==> config.mk <==
export PLATFORM = sky130hd
export DESIGN_NAME = multicycle_control
export DESIGN_NICKNAME = d
export VERILOG_FILES = /design/src/rtl/multicycle_control.sv
export SDC_FILE = /design/constraint.sdc
export NUM_CORES = 1
export LEC_CHECK = 0
export CAP_MARGIN = 40
export CORE_UTILIZATION = 40
export CTS_BUF_LIST = sky130_fd_sc_hd__clkbuf_4 sky130_fd_sc_hd__clkbuf_8
export DETAILED_ROUTE_END_ITERATION = 10
export DONT_BUFFER_PORTS = 1
export PLACE_DENSITY = 0.65
export SLEW_MARGIN = 0
export SYNTH_ARGS = -nofsm -noshare
export SYNTH_HDL_FRONTEND = slang
export SYNTH_SLANG_ARGS = --single-unit
export TNS_END_PERCENT = 30
==> constraint.sdc <==
create_clock -name clk -period 2.4 [get_ports clk]
set_input_delay 0.24 -clock clk [delete_from_list [all_inputs] [get_ports clk]]
set_output_delay 0.24 -clock clk [all_outputs]
set_load 0.02 [all_outputs]
==> src/rtl/multicycle_control.sv <==
// Main control FSM of the multi-cycle RISC-V core: sequences fetch/decode/execute/memory/writeback
// over the shared ALU, register file and unified memory port, with a memory-wait timeout trap.
module multicycle_control #(
  parameter int TIMEOUT_CYCLES = 15
) (
  input  logic       clk,
  input  logic       rst_n,
  input  logic       start,
  input  logic [6:0] opcode,
  input  logic       branch_taken,
  input  logic       mem_ready,
  output logic       mem_req,
  output logic       mem_we,
  output logic       addr_src,
  output logic       ir_write,
  output logic       pc_write,
  output logic       reg_write,
  output logic [2:0] aluop,
  output logic [1:0] alu_src_a,
  output logic [1:0] alu_src_b,
  output logic [1:0] result_src,
  output logic [3:0] state,
  output logic       error
);

  localparam int CNT_W = $clog2(TIMEOUT_CYCLES + 1);

  localparam logic [6:0] OP_R     = 7'b0110011;
  localparam logic [6:0] OP_I     = 7'b0010011;
  localparam logic [6:0] OP_LOAD  = 7'b0000011;
  localparam logic [6:0] OP_STORE = 7'b0100011;
  localparam logic [6:0] OP_BR    = 7'b1100011;
  localparam logic [6:0] OP_JAL   = 7'b1101111;
  localparam logic [6:0] OP_JALR  = 7'b1100111;
  localparam logic [6:0] OP_LUI   = 7'b0110111;
  localparam logic [6:0] OP_AUIPC = 7'b0010111;

  typedef enum logic [3:0] {
    S_IDLE     = 4'd0,
    S_FETCH    = 4'd1,
    S_DECODE   = 4'd2,
    S_EX_R     = 4'd3,
    S_EX_I     = 4'd4,
    S_MEM_ADDR = 4'd5,
    S_MEM_RD   = 4'd6,
    S_MEM_WR   = 4'd7,
    S_WB_ALU   = 4'd8,
    S_WB_MEM   = 4'd9,
    S_BRANCH   = 4'd10,
    S_JUMP     = 4'd11,
    S_EX_U     = 4'd12,
    S_ERR      = 4'd15
  } state_t;

  state_t           state_q;
  state_t           state_d;
  state_t           end_d;
  logic [CNT_W-1:0] wait_q;
  logic             timeout;

  always_ff @(posedge clk or negedge rst_n) begin
    if (!rst_n) begin
      state_q <= S_IDLE;
      wait_q  <= '0;
    end else begin
      state_q <= state_d;
      if (state_d != state_q)
        wait_q <= '0;
      else if (mem_req && !mem_ready)
        wait_q <= wait_q + CNT_W'(1);
    end
  end

  // Terminal count: one more unanswered request cycle means the memory has hung.
  assign timeout = (wait_q == CNT_W'(TIMEOUT_CYCLES - 1));
  assign end_d   = start ? S_FETCH : S_IDLE;

  always_comb begin
    state_d    = state_q;
    mem_req    = 1'b0;
    mem_we     = 1'b0;
    addr_src   = 1'b0;
    ir_write   = 1'b0;
    pc_write   = 1'b0;
    reg_write  = 1'b0;
    aluop      = 3'b000;
    alu_src_a  = 2'd0;
    alu_src_b  = 2'd0;
    result_src = 2'd0;
    error      = 1'b0;
    case (state_q)
      S_IDLE: if (start) state_d = S_FETCH;
      S_FETCH: begin
        mem_req   = 1'b1;
        alu_src_a = 2'd3;
        alu_src_b = 2'd2;
        aluop     = 3'b010;
        ir_write  = mem_ready;
        pc_write  = mem_ready;
        if (mem_ready)    state_d = S_DECODE;
        else if (timeout) state_d = S_ERR;
      end
      S_DECODE: begin
        alu_src_a = 2'd1;
        alu_src_b = 2'd1;
        aluop     = 3'b010;
        case (opcode)
          OP_R:               state_d = S_EX_R;
          OP_I:               state_d = S_EX_I;
          OP_LOAD, OP_STORE:  state_d = S_MEM_ADDR;
          OP_BR:              state_d = S_BRANCH;
          OP_JAL, OP_JALR:    state_d = S_JUMP;
          OP_LUI, OP_AUIPC:   state_d = S_EX_U;
          default:            state_d = S_ERR;
        endcase
      end
      S_EX_R: state_d = S_WB_ALU;
      S_EX_I: begin
        alu_src_b = 2'd1;
        aluop     = 3'b001;
        state_d   = S_WB_ALU;
      end
      S_EX_U: begin
        alu_src_b = 2'd1;
        alu_src_a = (opcode == OP_LUI) ? 2'd2 : 2'd1;
        aluop     = (opcode == OP_LUI) ? 3'b101 : 3'b110;
        state_d   = S_WB_ALU;
      end
      S_MEM_ADDR: begin
        alu_src_b = 2'd1;
        aluop     = (opcode == OP_STORE) ? 3'b011 : 3'b010;
        state_d   = (opcode == OP_STORE) ? S_MEM_WR : S_MEM_RD;
      end
      S_MEM_RD: begin
        mem_req  = 1'b1;
        addr_src = 1'b1;
        if (mem_ready)    state_d = S_WB_MEM;
        else if (timeout) state_d = S_ERR;
      end
      S_MEM_WR: begin
        mem_req  = 1'b1;
        mem_we   = 1'b1;
        addr_src = 1'b1;
        if (mem_ready)    state_d = end_d;
        else if (timeout) state_d = S_ERR;
      end
      S_WB_ALU: begin
        reg_write = 1'b1;
        state_d   = end_d;
      end
      S_WB_MEM: begin
        reg_write  = 1'b1;
        result_src = 2'd1;
        state_d    = end_d;
      end
      // PC takes the target computed during DECODE only when the condition holds.
      S_BRANCH: begin
        aluop    = 3'b100;
        pc_write = branch_taken;
        state_d  = end_d;
      end
      S_JUMP: begin
        aluop      = 3'b111;
        reg_write  = 1'b1;
        result_src = 2'd2;
        pc_write   = 1'b1;
        alu_src_a  = (opcode == OP_JAL) ? 2'd1 : 2'd0;
        alu_src_b  = 2'd1;
        state_d    = end_d;
      end
      S_ERR:   error   = 1'b1;
      default: state_d = S_ERR;
    endcase
  end

  assign state = state_q;

endmodule

After elaboration in Yosys (flattened, before gate mapping):

Cells that the tools add are included.

* flip-flop bits (word level): 8
* input bits: 12
* output and inout bits: 20
* logic and storage cells: 67

* add/sub/neg operators: 1
* equality and inequality tests: 24
* mux-type cells: 26
* reductions and logical operators: 14

Operator list (count)
* 4-bit one-hot mux with 9 select lines: 1
* 4-bit equality test, second input constant: 7
* 4-bit 2-to-1 mux: 7
* 4-bit one-hot mux with 6 select lines: 1
* 7-bit by 6-bit equality test with 1-bit output, second input constant: 3
* 7-bit equality test, second input constant: 3
* 3-bit one-hot mux with 6 select lines: 1
* 4-bit by 3-bit equality test with 1-bit output, second input constant: 4
* 7-bit by 5-bit equality test with 1-bit output, second input constant: 2
* 1-bit 2-to-1 mux: 10
* 2-bit OR reduction: 5
* 3-bit OR reduction: 3
* 4-bit by 2-bit equality test with 1-bit output, second input constant: 2
* 2-bit one-hot mux with 2 select lines: 2
* 2-bit one-hot mux with 4 select lines: 1
* 7-bit by 2-bit equality test with 1-bit output, second input constant: 1
* 5-bit OR reduction: 1
* 4-bit by 1-bit adder with 4-bit output, second input constant: 1
* 4-bit by 1-bit equality test with 1-bit output, second input constant: 1
* 4-bit zero test: 1
* 2-bit 2-to-1 mux: 2
* 4-bit inequality test: 1
* 4-bit OR reduction: 1
* 1-bit one-hot mux with 3 select lines: 1
* 3 further kinds: 3

Depth between registers and ports, before layout:

Gate-level depths: netlist (run 1).

* word-level depth: 6
* gate-level depth with buffers: 7

Worst setup path after synthesis (run 1):

OpenSTA, ideal clock, no wires.

* path kind: flip-flop to output port
* start: register state_q[1] (netlist: state[1])
* end: output alu_src_a[0]
* arrival time: 1.875 ns
* required time: 2.160 ns
* path slack: 0.285 ns
* cell stages (with the launch flop): 7
* cells stage by stage: dfrtp_1 buf_2 buf_2 nand2_1 nor2_1 nand3_1 o221ai_1

* cells in the longest elaborated chain, start to end: 2
* elaborated cells between the ends (all ways): 5

Ends and longest elaborated chain
* start: declaration: line 55 `state_t state_q;`
* start signal: assignment: line 66 `state_q <= state_d;`
* 4-bit equality test, or another cell as far along: line 91 `case (state_q)`
* 2-bit one-hot mux with 4 select lines (*): line 91
* end: declaration: line 19 `output logic [1:0] alu_src_a,`

Every way passes the cells marked *; elsewhere a longest branch is shown, timed or not.

Worst setup path in the final report (run 1):

* start: register state_q[0] (netlist: state[0])
* end: output pc_write

* cells in the longest elaborated chain, start to end: 2
* elaborated cells between the ends (all ways): 4

Ends and longest elaborated chain
* 4-bit equality test / 4-bit by 1-bit equality test with 1-bit output (equally long branches): line 91
* 1-bit one-hot mux with 3 select lines (*): line 91
* end: declaration: line 16 `output logic pc_write,`

Marked as above.

==> key figures, run 1 <==
Layout
  • Filler cell count: 252
  • Cell Count, Final, Fillers Out: 181
  • Area occupied by multi-input gates: 821 sq um
  • Register area: 200 sq um
  • Area Overhead vs Synth: 9.47%
  • Layout cells sized above 1: 0.185
  • Nets@finish: 167
  • Diode count: 0

Critical path
  • FF-to-FF path depth: 5
  • Critical path launch point type: register
  • Flop-to-flop setup slack: 310 ps
  • Slowest stage cell, crit path: dfrtp_1
  • Worst flop-to-flop path startpoint: state[0]
  • Arrival @ worst endpoint: 1930 ps
  • CP Class: reg2out
  • Worst-path fanout max: 19
  • Worst Setup SP: state[0]
  • Crit. End Element: output port
  • Slowest stage delay, CP: 730 ps
  • R2R Path End: wait_q[3]
  • Crit-path cells: inv_1 > or4_1 > a21oi_1 > buf_4
  • Required @ worst endpoint: 2160 ps

Synth
  • Count of state elements after synthesis: 8
  • Number of synthesis warnings: 0
  • Seq/Total Area, Yosys: 0.183
  • Post-synth EDFFs: 0
  • Main synth FF type: dfrtp_1
  • Synth Area in Simple Gates: 0.430
  • Adder-Cell Fraction of Synth Area: 0.0228
  • Post-synthesis compound-gate area fraction: 0.255
  • Distinct cell type count after synthesis: 55
  • Mapped Cells: 145
  • Synth cell count leaders: nor2_1 (15), nand2_1 (14), o21ai_0 (13)
  • Most numerous cell in the Yosys netlist: nor2_1
  • Post-Syn Nets: 159
  • Largest area contributor in the netlist: dfrtp_1
  • Largest family of logic cells by synthesized area: simple AND/OR/NAND/NOR gates
  • Ranking of synthesized cells by area: dfrtp_1 (18%), o21ai_0 (5.9%), nor2_1 (5.1%), nand2_1 (4.8%), nor2b_1 (4.0%)
  • Fraction of registers with async set/reset: 1.00
  • Post-Synthesis Cell Area: 1100 sq um
  • Post-synthesis mux area share: 0.00913
  • Post-Synth XOR/XNOR Area: 0.0320
  • Synth top area share: 0.183
  • Syn Area/Cell: 7.56 sq um

Placed design
  • Setup WS pre-CTS: 363 ps
  • Placed cells: 177
  • # port buffers: 0
  • DP HPWL: 2.30 mm
  • Gpl congestion: 0.837

Global route
  • Gr usage total: 0.219
  • Gr ovfl total: 0
  • Vias in the first global route: 1,020
  • Initial antenna violation count: 0
  • First-pass GRT wire length: 4.69 mm
  • Largest net degree at the start of global routing: 25

STA
  • Hold Vio Cnt, Final: 0
  • Fin worst setup slack: 229 ps
  • Max frequency: 461 MHz
  • Headroom to the max-slew limit: 0.584
  • Slew Viols, Final: 0
  • Final period utilization: 0.904
  • RSZ-0062 raised after global routing: false
  • Worst Max-Slew Pin Slew: 624 ps
  • Setup Skew: 0.265 ps
  • Setup TNS: 0 ps
  • Post-layout minimum cycle time: 2170 ps
  • Setup-failing EPs final: 0
  • Hold slack: 254 ps

Pwr
  • Switching pwr: 0.786 mW
  • PwrDens: 1160 nW/um^2
  • Clock share of power: 0.067
  • Max VDD drop: 0.000794 V
  • Switch share: 0.565
  • Combinational share of power: 0.743
  • Internal: 0.604 mW
  • Leak: 0.474 nW
  • Reg power frac: 0.190

Route
  • Drt first-iter violations: 27
  • Pre-antenna DRT Iters: 4
  • Post-route ant nets: 0
  • WL per Instance: 16.8 microns
  • DRC: 0
  • Vias: 1,149
  • Post-Route WL: 3.04 mm
  • Vias per cell: 6.35

Die
  • Die span in x: 54.3 microns
  • Initial Util: 0.435
  • Core box area: 2520 sq um
  • Die H: 54.3 microns
  • I/O pin cnt: 32
  • Die area: 2950 sq um
  • Cell Rows: 18

Worst hold path
  • Worst Hold End: state[0]
  • Hold WC Path Type: in2reg
  • Min-Delay Path Depth: 2
  • Hold wc startpoint: opcode[2]

Clocking
  • Post-CTS setup repair buffer count: 0
  • Clock slew at reported path FFs: 50 ps
  • CTS tree: yes
  • CTS H-tree depth: 1
  • Clk Latency, worst-skew pair: 240 ps
  • # clock sinks: 8
  • Cts bufs inserted: 3
  • Clk root buf: clkbuf_4
  • # hold bufs at CTS: 1
  • Resized Gates After CTS: 0
  • Bufs on Longest Clock Path: 2

Outcome
  • Status: complete, no violations

Run
  • Max Cap Viol: 0
-- power by group through the flow --
stage | clock network [mW] | logic, mW | registers, mW
2_1_floorplan | 0 | 0.806 | 0.228
3_3_place_gp | 0 | 1.00 | 0.259
3_5_place_dp | 0 | 1.01 | 0.263
4_1_cts | 0.0983 | 1.02 | 0.260
5_1_grt | 0.110 | 1.11 | 0.269
6_report | 0.0938 | 1.03 | 0.264
-- cells in the final DEF (no fill, tap or decap), types with 4 or more instances in the layout --
cell type  synthesis  layout
nor2_1            15      15
nand2_1           14      14
o21ai_0           13      13
buf_4              1      12
dfrtp_1            8       8
nor2b_1            7       7
inv_1              5       5
nand4_1            5       5
nand3b_1           4       4
nand3_1            4       4
a21oi_1            4       4
nor3_1             4       4
-- area by class of cell --
cell class              instances  share of cell area
repair buffers                 13              0.0834
well taps                      30              0.0313
flip-flops and latches          8               0.167
inverters                       5              0.0156
clock buffers                   3              0.0188
multi-input cells             122               0.684
-- critical path, delay by kind of cell, from the launching register on --
family	cells	cell delay, ps
AO/OA/AOI/OAI	1	160
buffers and inverters	2	270
flip-flops	1	730
AND/OR/NAND/NOR	1	520
-- state kept, by name (all words and copies together), names as in the netlist --
register  count
wait_q        4
state         4
-- logic make-up after synthesis --
logic type / after synthesis
and+or+nand+nor: 76
AOI/OAI and AO/OA: 39
buffers and inverters: 15
DFF: 8
xor gates and xnor gates: 4
adders and majority gates: 2
muxes: 1
-- layer usage --
| metal | part of all wire | GRT usage |
|---|---|---|
| met3 | 0.080 | 0.0472 |
| met1 | 0.43 | 0.302 |
| met5 | 0 | 0 |
| met4 | 0.0076 | 0.0684 |
| met2 | 0.48 | 0.337 |
-- per-stage QoR --
step	util	total power [mW]	cell area (sq um)
after CTS	0.476	1.38	1200
after detailed placement	0.463	1.28	1170
after global placement	0.463	1.26	1170
after floorplan	-	1.03	1100
after global routing	0.476	1.49	1200
final	0.476	1.39	1200
-- how the worst max path moves through the flow --
stage                   end  slack, ps  cells past startpoint
2_1_floorplan  alu_src_a[0]        280                      6
3_3_place_gp      wait_q[2]        460                      5
3_5_place_dp      wait_q[3]        360                      5
4_1_cts            pc_write        250                      4
5_1_grt            pc_write         90                      4
6_report           pc_write        230                      4
Power figures use the tool's default switching activity.
==> run 2, diff against run 1 <==
--- a/config.mk
+++ b/config.mk
@@ -6,6 +6,7 @@
 export NUM_CORES = 1
 export LEC_CHECK = 0
 export CAP_MARGIN = 40
+export CORE_ASPECT_RATIO = 0.5
 export CORE_UTILIZATION = 40
 export CTS_BUF_LIST = sky130_fd_sc_hd__clkbuf_4 sky130_fd_sc_hd__clkbuf_8
 export DETAILED_ROUTE_END_ITERATION = 10
==> constraint.sdc (replaced) <==
create_clock -name clk -period 2.5 [get_ports clk]
set_input_delay 0.25 -clock clk [delete_from_list [all_inputs] [get_ports clk]]
set_output_delay 0.25 -clock clk [all_outputs]
set_load 0.02 [all_outputs]
==> run 2 against run 1 <==
Against the previous run: cell area grew 2.7%; global-route usage shrank 0.60 points; critical path depth grew 3; hold slack gained 33 ps; setup slack gained 100 ps; wire length shrank 0.76%; largest power group unchanged; die area grew 0.44%; sequential share of layout area shrank 0.44 points.
==> key figures, run 2 (synthesis gave the netlist of run 1 again) <==
Critical path
  • R2R Path End: wait_q[0]
  • Required @ worst endpoint: 2250 ps
  • Arrival @ worst endpoint: 1920 ps
  • FF-to-FF path depth: 5
  • Flop-to-flop setup slack: 520 ps
  • CP Class: reg2out
  • Worst Setup SP: state[2]
  • Critical path launch point type: register
  • CP Capture Point: alu_src_a[0]
  • Crit. End Element: output port
  • Worst flop-to-flop path startpoint: state[0]
  • Worst-path fanout max: 18

Layout
  • Nets@finish: 168
  • Most frequent cells in the layout: nor2_1 (15), nand2_1 (14), o21ai_0 (13), buf_4 (13), dfrtp_1 (8)
  • Area Overhead vs Synth: 12.4%
  • Most common cell after layout, fill and taps aside: nor2_1
  • Layout cells sized above 1: 0.191
  • Diode count: 0
  • Final core occ: 0.513

Route
  • Top Metal Used: met4
  • Vias: 1,130
  • Post-Route WL: 3.01 mm
  • Drt first-iter violations: 71
  • Post-route ant nets: 0
  • Pre-antenna DRT Iters: 5
  • Met1 wire length: 1.40 mm
  • Vias per cell: 6.04
  • DRC: 0
  • WL met3: 259 microns
  • Met2 wire length: 1.33 mm
  • WL per Instance: 16.1 microns

Die
  • Initial Util: 0.456
  • Die area: 2970 sq um
  • Die H: 39.0 microns
  • Core box area: 2400 sq um
  • I/O pin cnt: 32
  • Cell Rows: 12
  • Die span in x: 76.0 microns

Placed design
  • Gpl congestion: 0.875
  • DP HPWL: 2.41 mm
  • Setup WS pre-CTS: 497 ps
  • # port buffers: 0

Global route
  • First-pass GRT wire length: 4.84 mm
  • Gr usage total: 0.213
  • Initial antenna violation count: 0
  • Largest net degree at the start of global routing: 19
  • Vias in the first global route: 1,057
  • Gr ovfl total: 0

Clocking
  • CTS tree: yes
  • Cts bufs inserted: 3
  • # hold bufs at CTS: 1
  • Resized Gates After CTS: 0
  • CTS H-tree depth: 1
  • # clock sinks: 8
  • Bufs on Longest Clock Path: 2
  • Post-CTS setup repair buffer count: 0
  • Clk Latency, worst-skew pair: 220 ps
  • Clock slew at reported path FFs: 40 ps
  • Clk root buf: clkbuf_8

Pwr
  • Reg power frac: 0.175
  • Switch share: 0.545
  • Combinational share of power: 0.718
  • Max VDD drop: 0.000378 V
  • Leak: 0.487 nW
  • Internal: 0.640 mW
  • Switching pwr: 0.768 mW
  • Clock share of power: 0.107
  • PwrDens: 1140 nW/um^2

STA
  • Final period utilization: 0.866
  • RSZ-0062 raised after global routing: false
  • Post-layout minimum cycle time: 2170 ps
  • Hold Vio Cnt, Final: 0
  • Setup-failing EPs final: 0
  • Worst Max-Slew Pin Slew: 525 ps
  • Max frequency: 462 MHz
  • Hold slack: 287 ps
  • Setup Skew: 1.90 ps
  • Headroom to the max-slew limit: 0.650
  • Setup TNS: 0 ps
  • Fin worst setup slack: 334 ps
  • Slew Viols, Final: 0

Outcome
  • Status: complete, no violations

Run
  • Max Cap Viol: 0

Worst hold path
  • Hold WC Path Type: in2reg
## run 2: worst max-delay path, stage by stage (launching register included)
cell and delay [ps]:
dfrtp_1 510, buf_4 270, inv_1 140, nand2_1 130, nor2_1 190, nand3_1 100, o221ai_1 180, buf_4 170
## run 2: power groups by stage
| stage | sequential (mW) | combinational (mW) | clock (mW) |
|---|---|---|---|
| floorplan | 0.218 | 0.774 | 0 |
| global placement | 0.244 | 0.989 | 0 |
| detailed placement | 0.247 | 1.00 | 0 |
| CTS | 0.245 | 1.00 | 0.155 |
| finish | 0.246 | 1.01 | 0.150 |
| global route | 0.251 | 1.10 | 0.161 |
## run 2: worst min-delay path by stage
stage	startpoint	slack, ps	depth (start not counted)	endpoint
finish	opcode[2]	290	2	state[0]
global route	opcode[2]	290	2	state[0]
CTS	opcode[2]	280	2	state[0]
detailed placement	rst_n	-50	0	wait_q[1]
global placement	rst_n	-50	0	wait_q[0]
floorplan	rst_n	-50	0	state[0]
## run 2: final cells by class
class / instances / area (sq um)
sequential: 8 / 200
clock buffer: 3 / 41.3
multi-input combinational: 122 / 821
fill: 248 / 1170
inverter: 5 / 18.8
tap: 35 / 43.8
timing repair buffer: 14 / 108
## run 2: per-stage QoR
stage          cell area [sq um]  power, mW  instances
2_1_floorplan               1100      0.992        145
3_3_place_gp                1180       1.23        183
3_5_place_dp                1180       1.25        183
4_1_cts                     1230       1.40        187
5_1_grt                     1230       1.51        187
6_report                    1230       1.41        187
## run 2: metal layers
layer	vias up	global-route usage
li1	554	-
met1	524	0.271
met2	48	0.382
met3	4	0.0424
met4	0	0.0577
met5	-	0
